$ cat src/rtl/ex_stage_pkg.sv
// Shared encodings for the execute stage: ALU operation codes and the
// instruction-class codes produced by the main decoder.
package ex_stage_pkg;

   typedef enum logic [3:0] {
      OP_AND  = 4'b0000,
      OP_OR   = 4'b0001,
      OP_ADD  = 4'b0010,
      OP_XOR  = 4'b0011,
      OP_SLL  = 4'b0100,
      OP_SRL  = 4'b0101,
      OP_SUB  = 4'b0110,
      OP_SRA  = 4'b0111,
      OP_SLT  = 4'b1000,
      OP_SLTU = 4'b1001
   } alu_ctrl_e;

   localparam logic [1:0] CLASS_MEM    = 2'b00;
   localparam logic [1:0] CLASS_BRANCH = 2'b01;
   localparam logic [1:0] CLASS_RTYPE  = 2'b10;
   localparam logic [1:0] CLASS_ITYPE  = 2'b11;

endpackage

$ cat src/rtl/ex_stage_alu_core.sv
// Combinational ALU: executes one of the encoded operations on a and b.
// Unused operation codes produce a zero result.
module alu_core
   import ex_stage_pkg::*;
#(
   parameter int XLEN = 32
) (
   input  logic [3:0]      op,
   input  logic [XLEN-1:0] a,
   input  logic [XLEN-1:0] b,
   output logic [XLEN-1:0] result,
   output logic            zero
);

   logic [4:0] shamt;

   assign shamt = b[4:0];

   always_comb begin
      result = '0;
      case (op)
         OP_AND:  result = a & b;
         OP_OR:   result = a | b;
         OP_ADD:  result = a + b;
         OP_XOR:  result = a ^ b;
         OP_SLL:  result = a << shamt;
         OP_SRL:  result = a >> shamt;
         OP_SUB:  result = a - b;
         OP_SRA:  result = $signed(a) >>> shamt;
         OP_SLT:  result[0] = $signed(a) < $signed(b);
         OP_SLTU: result[0] = a < b;
         default: result = '0;
      endcase
   end

   assign zero = (result == '0);

endmodule

$ cat src/rtl/ex_stage.sv
// Execute stage: ALU control decode, operand-B select, branch target adder
// and the EX/MEM pipeline register feeding the branch decision.
module ex_stage
   import ex_stage_pkg::*;
#(
   parameter int XLEN = 32
) (
   input  logic            clk,
   input  logic            rst_n,
   input  logic [1:0]      alu_op,
   input  logic [3:0]      funct73,
   input  logic [XLEN-1:0] rs1_data,
   input  logic [XLEN-1:0] rs2_data,
   input  logic [XLEN-1:0] imm,
   input  logic            alu_src,
   input  logic [XLEN-1:0] pc,
   input  logic            branch,
   output logic [XLEN-1:0] alu_result,
   output logic            zero,
   output logic [XLEN-1:0] branch_target,
   output logic [XLEN-1:0] alu_result_q,
   output logic [XLEN-1:0] branch_target_q,
   output logic [XLEN-1:0] store_data_q,
   output logic            zero_q,
   output logic            branch_q,
   output logic            take_branch
);

   alu_ctrl_e       op;
   logic [XLEN-1:0] operand_b;

   // I-type funct3=000 is ADDI; instr[30] there is immediate data, not a SUB select.
   always_comb begin
      op = OP_ADD;
      case (alu_op)
         CLASS_MEM:    op = OP_ADD;
         CLASS_BRANCH: op = OP_SUB;
         default: begin
            case (funct73[2:0])
               3'b000:  op = (alu_op == CLASS_RTYPE && funct73[3]) ? OP_SUB : OP_ADD;
               3'b001:  op = OP_SLL;
               3'b010:  op = OP_SLT;
               3'b011:  op = OP_SLTU;
               3'b100:  op = OP_XOR;
               3'b101:  op = funct73[3] ? OP_SRA : OP_SRL;
               3'b110:  op = OP_OR;
               default: op = OP_AND;
            endcase
         end
      endcase
   end

   assign operand_b     = alu_src ? imm : rs2_data;
   assign branch_target = pc + imm;

   alu_core #(
      .XLEN(XLEN)
   ) u_alu (
      .op    (op),
      .a     (rs1_data),
      .b     (operand_b),
      .result(alu_result),
      .zero  (zero)
   );

   always_ff @(posedge clk or negedge rst_n) begin
      if (!rst_n) begin
         alu_result_q    <= '0;
         branch_target_q <= '0;
         store_data_q    <= '0;
         zero_q          <= 1'b0;
         branch_q        <= 1'b0;
      end else begin
         alu_result_q    <= alu_result;
         branch_target_q <= branch_target;
         store_data_q    <= rs2_data;
         zero_q          <= zero;
         branch_q        <= branch;
      end
   end

   assign take_branch = branch_q & zero_q;

endmodule

$ cat config.mk
export PLATFORM = sky130hd
export DESIGN_NAME = ex_stage
export DESIGN_NICKNAME = d
export VERILOG_FILES = /design/src/rtl/ex_stage_pkg.sv /design/src/rtl/ex_stage_alu_core.sv /design/src/rtl/ex_stage.sv
export SDC_FILE = /design/constraint.sdc
export NUM_CORES = 1
export LEC_CHECK = 0
export BUFFER_PORTS_ARGS = -buffer_cell sky130_fd_sc_hd__buf_2
export CORE_MARGIN = 5
export CORE_UTILIZATION = 42
export DETAILED_ROUTE_END_ITERATION = 16
export GPL_TIMING_DRIVEN = 0
export PLACE_DENSITY = 0.73
export SYNTH_ARGS = -nofsm -noshare
export SYNTH_HDL_FRONTEND = slang
export SYNTH_SLANG_ARGS = --single-unit
$ cat constraint.sdc
create_clock -name clk -period 5.75 [get_ports clk]
set_input_delay 0.575 -clock clk [delete_from_list [all_inputs] [get_ports clk]]
set_output_delay 0.575 -clock clk [all_outputs]
set_load 0.02 [all_outputs]
==> results of run 1 <==
[repair_timing]
action                     CTS  global route
buffers inserted            23            22
setup endpoints to repair   47             3
pin swaps                   19            19
cloned                       0             1
gates resized for setup    214           112
[Yosys cell counts (16+ instances only)]
| cell | instances | area [um^2] |
|---|---|---|
| a211oi_1 | 25 | 188 |
| a21o_1 | 35 | 263 |
| a21oi_1 | 136 | 681 |
| a221oi_1 | 27 | 236 |
| a22oi_1 | 20 | 150 |
| a31oi_1 | 27 | 169 |
| buf_2 | 16 | 80.1 |
| clkbuf_1 | 79 | 297 |
| dfrtp_1 | 98 | 2450 |
| ha_1 | 131 | 1640 |
| inv_1 | 101 | 379 |
| mux2i_1 | 93 | 931 |
| mux4_2 | 52 | 1170 |
| nand2_1 | 152 | 571 |
| nand3_1 | 40 | 200 |
| nor2_1 | 137 | 514 |
| nor2b_1 | 17 | 106 |
| nor3_1 | 40 | 200 |
| nor4_1 | 17 | 106 |
| o211ai_1 | 20 | 150 |
| o21ai_0 | 98 | 490 |
| o21bai_1 | 24 | 180 |
| o221ai_1 | 17 | 149 |
| o22ai_1 | 19 | 119 |
| xnor2_1 | 32 | 280 |
[report_power, final]
group / internal [mW] / leakage [nW] / total (mW) / switching, mW
clock: 0.359 / 0.158 / 0.679 / 0.320
sequential: 0.795 / 1.15 / 0.821 / 0.0255
combinational: 0.869 / 6.65 / 2.57 / 1.70
total: 2.02 / 7.96 / 4.07 / 2.05
[through the flow]
stage / TNS (ns) / power [mW] / cells / hold slack (ns)
2_1_floorplan: 0 / 2.19 / 1734 / 0.279
3_3_place_gp: -69.59 / 3.05 / 2479 / 0.686
3_5_place_dp: -66.38 / 3.06 / 2480 / 0.549
4_1_cts: 0 / 3.90 / 2512 / 0.123
5_1_grt: -0.0524 / 4.22 / 2528 / 0.148
6_report: -0.0815 / 4.07 / 2528 / 0.111
[cell families after synthesis]
family | Yosys count | synth area share
mux | 154 | 0.161
compound gates | 593 | 0.289
flops | 98 | 0.174
buf+inv | 225 | 0.0662
simple gates | 491 | 0.164
fa+ha+maj | 134 | 0.121
xor+xnor | 39 | 0.0243
[state kept, by name, summed over array words and instances (netlist names)]
name / flops
branch_target_q: 32
zero_q: 1
store_data_q: 32
branch_q: 1
alu_result_q: 32
[critical path: cells and delay by family]
kind / cells / cell delay [ns]
AND/OR/NAND/NOR: 4 / 1.32
AO/OA/AOI/OAI: 4 / 1.45
buffers and inverters: 4 / 1.88
[worst min-delay path by stage]
stage                                               end  cells past startpoint
after CTS                    store_data_q[31]$_DFF_PN0_                      1
after detailed placement     store_data_q[31]$_DFF_PN0_                      1
final                        store_data_q[30]$_DFF_PN0_                      1
after global routing      branch_target_q[29]$_DFF_PN0_                      1
after global placement               branch_q$_DFF_PN0_                      1
after floorplan               alu_result_q[0]$_DFF_PN0_                      0
[area by class of cell]
class / count / area share
inverter: 106 / 0.0228
multi-input combinational: 1411 / 0.641
timing repair buffer: 344 / 0.105
sequential: 98 / 0.136
tap: 448 / 0.0311
clock buffer: 10 / 0.0133
buffer: 105 / 0.0457
clock inverter: 6 / 0.00465
[per-layer routing]
metal,vias up,track usage,routed length [um],part of all wire
met5,-,0,46,0.00056
li1,7282,-,-,-
met3,373,0.172,11500,0.14
met1,8451,0.529,29900,0.36
met4,6,0.254,6590,0.080
met2,1482,0.627,34000,0.41
==> results_dict.tcl, run 1 <==
set metrics [dict create \
    worst_ep_arrival_time_ns 5.26 \
    final_util 0.542 \
    cts_hold_buf 0 \
    cp.required_ns 5.18 \
    wire_per_inst_um 32.5 \
    max_freq_ghz 0.171 \
    ys_seq_area_frac 0.174 \
    setup_ws_ns -0.0815 \
    cts_sinks 98 \
    finalCritPeriodShare 1.01 \
    yosys_warnings 0 \
    final_cell_mix "buf_2, nand2_1, nor2_1" \
    pre_cts_ws_ns -3.05 \
    min_path_type "in -> async" \
    die_h_um 193 \
    syn-cell-area_mm2 0.0141 \
    nets 2347 \
    initial_core_util 0.422 \
    synthCells 1734 \
    cts.path.max_buffers 2 \
    dpl.hpwl_um 64600 \
    ant_nets 0 \
    startpoint "funct73[0]" \
    cap_violations 0 \
    cts_root_buf "clkbuf_16" \
    final-hold-violation-count 0 \
    dieArea_mm2 0.0372 \
    rsz0062_at_grt "true" \
    final_common_cell "buf_2" \
    ys_ff_latch 98 \
    setup_viol 1 \
    drive_gt1_frac 0.298 \
    area_delta_synth_final_pct 28.2 \
    drtPass1Iterations 6 \
    vias_per_cell 6.96 \
    ys_types 89 \
    num_antenna_cells 0 \
    synthArstFlopShare 1.00 \
    grt_max_degree 72 \
    status "complete, but fails checks" \
    worstMarginPinSlew_ns 1.11 \
    slew_headroom 0.252 \
    pwr_density_cell_mw_per_mm2 226 \
    tritoncts "yes" \
    crit_path_cell_trace "clkbuf_1, or4b_2, o22ai_2, clkbuf_1, buf_1, a21oi_1, o2bb2ai_1, o2111ai_1, and4bb_4, nand4_1, nor2_2, buf_6" \
    grt_overflow_total 0 \
    drt_iter0_markers 2543 \
    cp_slowest_stage_delay_ns 0.86 \
    register_area_mm2 0.00245 \
    p_leak_nw 7.96 \
    endpoint "zero" \
    gp_congestion 1.07 \
    remaining_drc_errors 0 \
    fillers 3141 \
    numCtsBuffers 9 \
    place_area_mm2 0.0161 \
    ir_drop_v 0.000297 \
    grt_pass1_vias 16916 \
    die_w_um 193 \
    clk_pin_slew_ns 0.08 \
    start_kind "input pin" \
    num_rows 67 \
    critPathKind "in -> out" \
    cts_max_level 3 \
    pin_count 302 \
    syn_nets 2006 \
    critPathMostFrequentCell "clkbuf_1" \
    avgSynthCellArea_um2 8.11 \
    ys.flop_type "dfrtp_1" \
    slew_viol_final 0 \
    violations "negative setup slack" \
    multi_input_area_mm2 0.0116 \
    wirelength_um 82100 \
    vias 17594 \
    placement.io_buffers 297 \
    critPathSlowestCell "clkbuf_1" \
    crit_fanout 10 \
    grt_pass1_wl_um 116000 \
    synth_edf_count 0 \
    core_area_mm2 0.0333 \
    grt_usage 0.428 \
    antenna_found_initial 3 \
    fin_crit_ns 5.83 \
    postLayoutCellArea_mm2 0.0180 \
    worst_setup_path_end_kind "output port" \
]
(Power assumes the default switching activity.)
==> inputs of run 2 (changes only) <==
BUFFER_PORTS_ARGS = unset   (was -buffer_cell sky130_fd_sc_hd__buf_2)
DONT_BUFFER_PORTS = 1   (was unset)
PLACE_DENSITY = 0.65   (was 0.73)
==> results_dict.tcl, run 2 (synthesized netlist as in run 1, its figures left out) <==
set metrics [dict create \
    status "complete, but fails checks" \
    violations "negative setup slack" \
    slew_viol_final 0 \
    wirelength_um 81400 \
    setup_viol 1 \
    critPathKind "in -> out" \
    ant_nets 0 \
    cap_violations 0 \
    min_path_type "in -> async" \
    vias 16326 \
    final-hold-violation-count 0 \
    p_leak_nw 6.88 \
    power_switching_mw 1.91 \
    switching_share 0.501 \
    cts_root_buf "clkbuf_16" \
    path_buf_inv 5 \
    remaining_drc_errors 0 \
    cts_max_level 3 \
    seqPwrFrac 0.260 \
    vias_per_cell 7.25 \
    worstMarginPinSlew_ns 1.41 \
    final_cell_count_no_fill 2253 \
    max_freq_ghz 0.170 \
    place_inst 2182 \
    clk_pin_slew_ns 0.08 \
    antenna_found_initial 3 \
    tritoncts "yes" \
    pin_count 302 \
    cts_sinks 98 \
    gp_congestion 1.05 \
    pre_cts_ws_ns -3.16 \
    critPathSlowestCell "a2bb2oi_1" \
    top_regs "alu_result_q: 32 flops, branch_target_q: 32 flops, store_data_q: 32 flops" \
    die_w_um 193 \
    crit_family "compound AO/OA/AOI/OAI gates" \
    dpl.hpwl_um 63800 \
    pwr-share-clk 0.182 \
    final_common_cell "nand2_1" \
    cts.path.max_buffers 2 \
    worst_ep_arrival_time_ns 5.30 \
    critPathMostFrequentCell "nor2_1" \
    dieArea_mm2 0.0372 \
    crit_fanout 10 \
    power_frac_comb 0.557 \
    grt_max_degree 99 \
    area_delta_synth_final_pct 18.7 \
    drt_iter0_markers 2337 \
    ir_drop_v 0.000172 \
    holdWs_ns 0.0360 \
    num_rows 67 \
    die_h_um 193 \
    nets 2070 \
    p_int_mw 1.89 \
    initial_core_util 0.422 \
    grt_overflow_total 0 \
    setup_ws_ns -0.126 \
    grt_usage 0.424 \
    grt_pass1_wl_um 113000 \
    core_area_mm2 0.0333 \
    final_cell_mix "nand2_1, nor2_1, a21oi_1" \
    finalCritPeriodShare 1.02 \
    slew_headroom 0.0580 \
    start_kind "input pin" \
    placement.io_buffers 0 \
    wire_per_inst_um 36.1 \
    numCtsBuffers 9 \
    cp_slowest_stage_delay_ns 0.75 \
    crit_path_cell_trace "buf_12, mux2i_4, buf_4, clkinv_4, buf_6, buf_1, nor2_1, a2bb2oi_1, o21ai_0, nor2_1, o221ai_2, a2111oi_2, and4b_1, and4bb_4, nand4_1, nor2_4" \
    worst_setup_path_end_kind "output port" \
    cp.required_ns 5.18 \
    pwr_density_cell_mw_per_mm2 228 \
    fillers 3259 \
    drtPass1Iterations 8 \
    grt_pass1_vias 15509 \
    fin_crit_ns 5.88 \
    drive_gt1_frac 0.186 \
]
==> run 2: changes by cell type in the layout (fill, tap and decap cells not counted), sizes merged <==
cell and delta:
inv -1, buf -276, diode +2, clkinvlp +1, clkdlybuf4s15 -1, clkbuf +1
clkinv -2, bufinv +1
==> run 2: per-layer routing <==
metal  wire [um]  share of wire  global-route usage
met1       30800           0.38               0.540
met2       34200           0.42               0.619
met3       10900           0.13               0.169
met4        5410          0.066               0.222
met5           0              0                   0
==> run 2: cell type report <==
cell class,count,area [um^2],share of cell area
multi-input cells,1411,11500,0.690
diodes,2,5.00,0.000300
repair buffers,66,572,0.0343
flip-flops and latches,98,2450,0.147
clock inverters,5,85.1,0.00510
well taps,448,561,0.0336
clock buffers,11,233,0.0140
inverters,106,423,0.0254
plain buffers,106,846,0.0507
==> run 2: path summary, 6_finish.rpt <==
check,startpoint,to,slack [ns],depth (start not counted)
max in group asynchronous,rst_n,branch_target_q[11]$_DFF_PN0_,5.17,1
hold / removal,rst_n,alu_result_q[1]$_DFF_PN0_,0.04,1
min in group clk,rs2_data[17],store_data_q[17]$_DFF_PN0_,0.19,0
setup / recovery,alu_src,zero,-0.13,16
==> run 2: power groups by stage <==
stage          Sequential, mW  Combinational [mW]  Clock (mW)
2_1_floorplan           0.983                1.21           0
3_3_place_gp             1.01                1.76           0
3_5_place_dp             1.00                1.76           0
4_1_cts                 0.993                1.95       0.699
5_1_grt                  1.00                2.20       0.723
6_report                0.989                2.12       0.693
==> run 2: repair_timing <==
action	4_1_cts	5_1_grt
hold endpoints to repair	98	0
setup buffers	28	37
endpoints found under the setup margin	55	1
pin swaps	28	33
hold buffers	1	0
cloned	0	0
resized for setup	223	104
==> run 2: metrics by stage <==
step / area, um^2 / util / setup TNS [ns] / total power, mW
finish: 16700 / 0.501 / -0.126 / 3.80
global route: 16700 / 0.501 / -0.0110 / 3.93
CTS: 16100 / 0.483 / -0.0633 / 3.64
detailed placement: 14600 / 0.440 / -80.70 / 2.76
global placement: 14600 / 0.439 / -96.95 / 2.77
floorplan: 14100 / - / 0 / 2.19
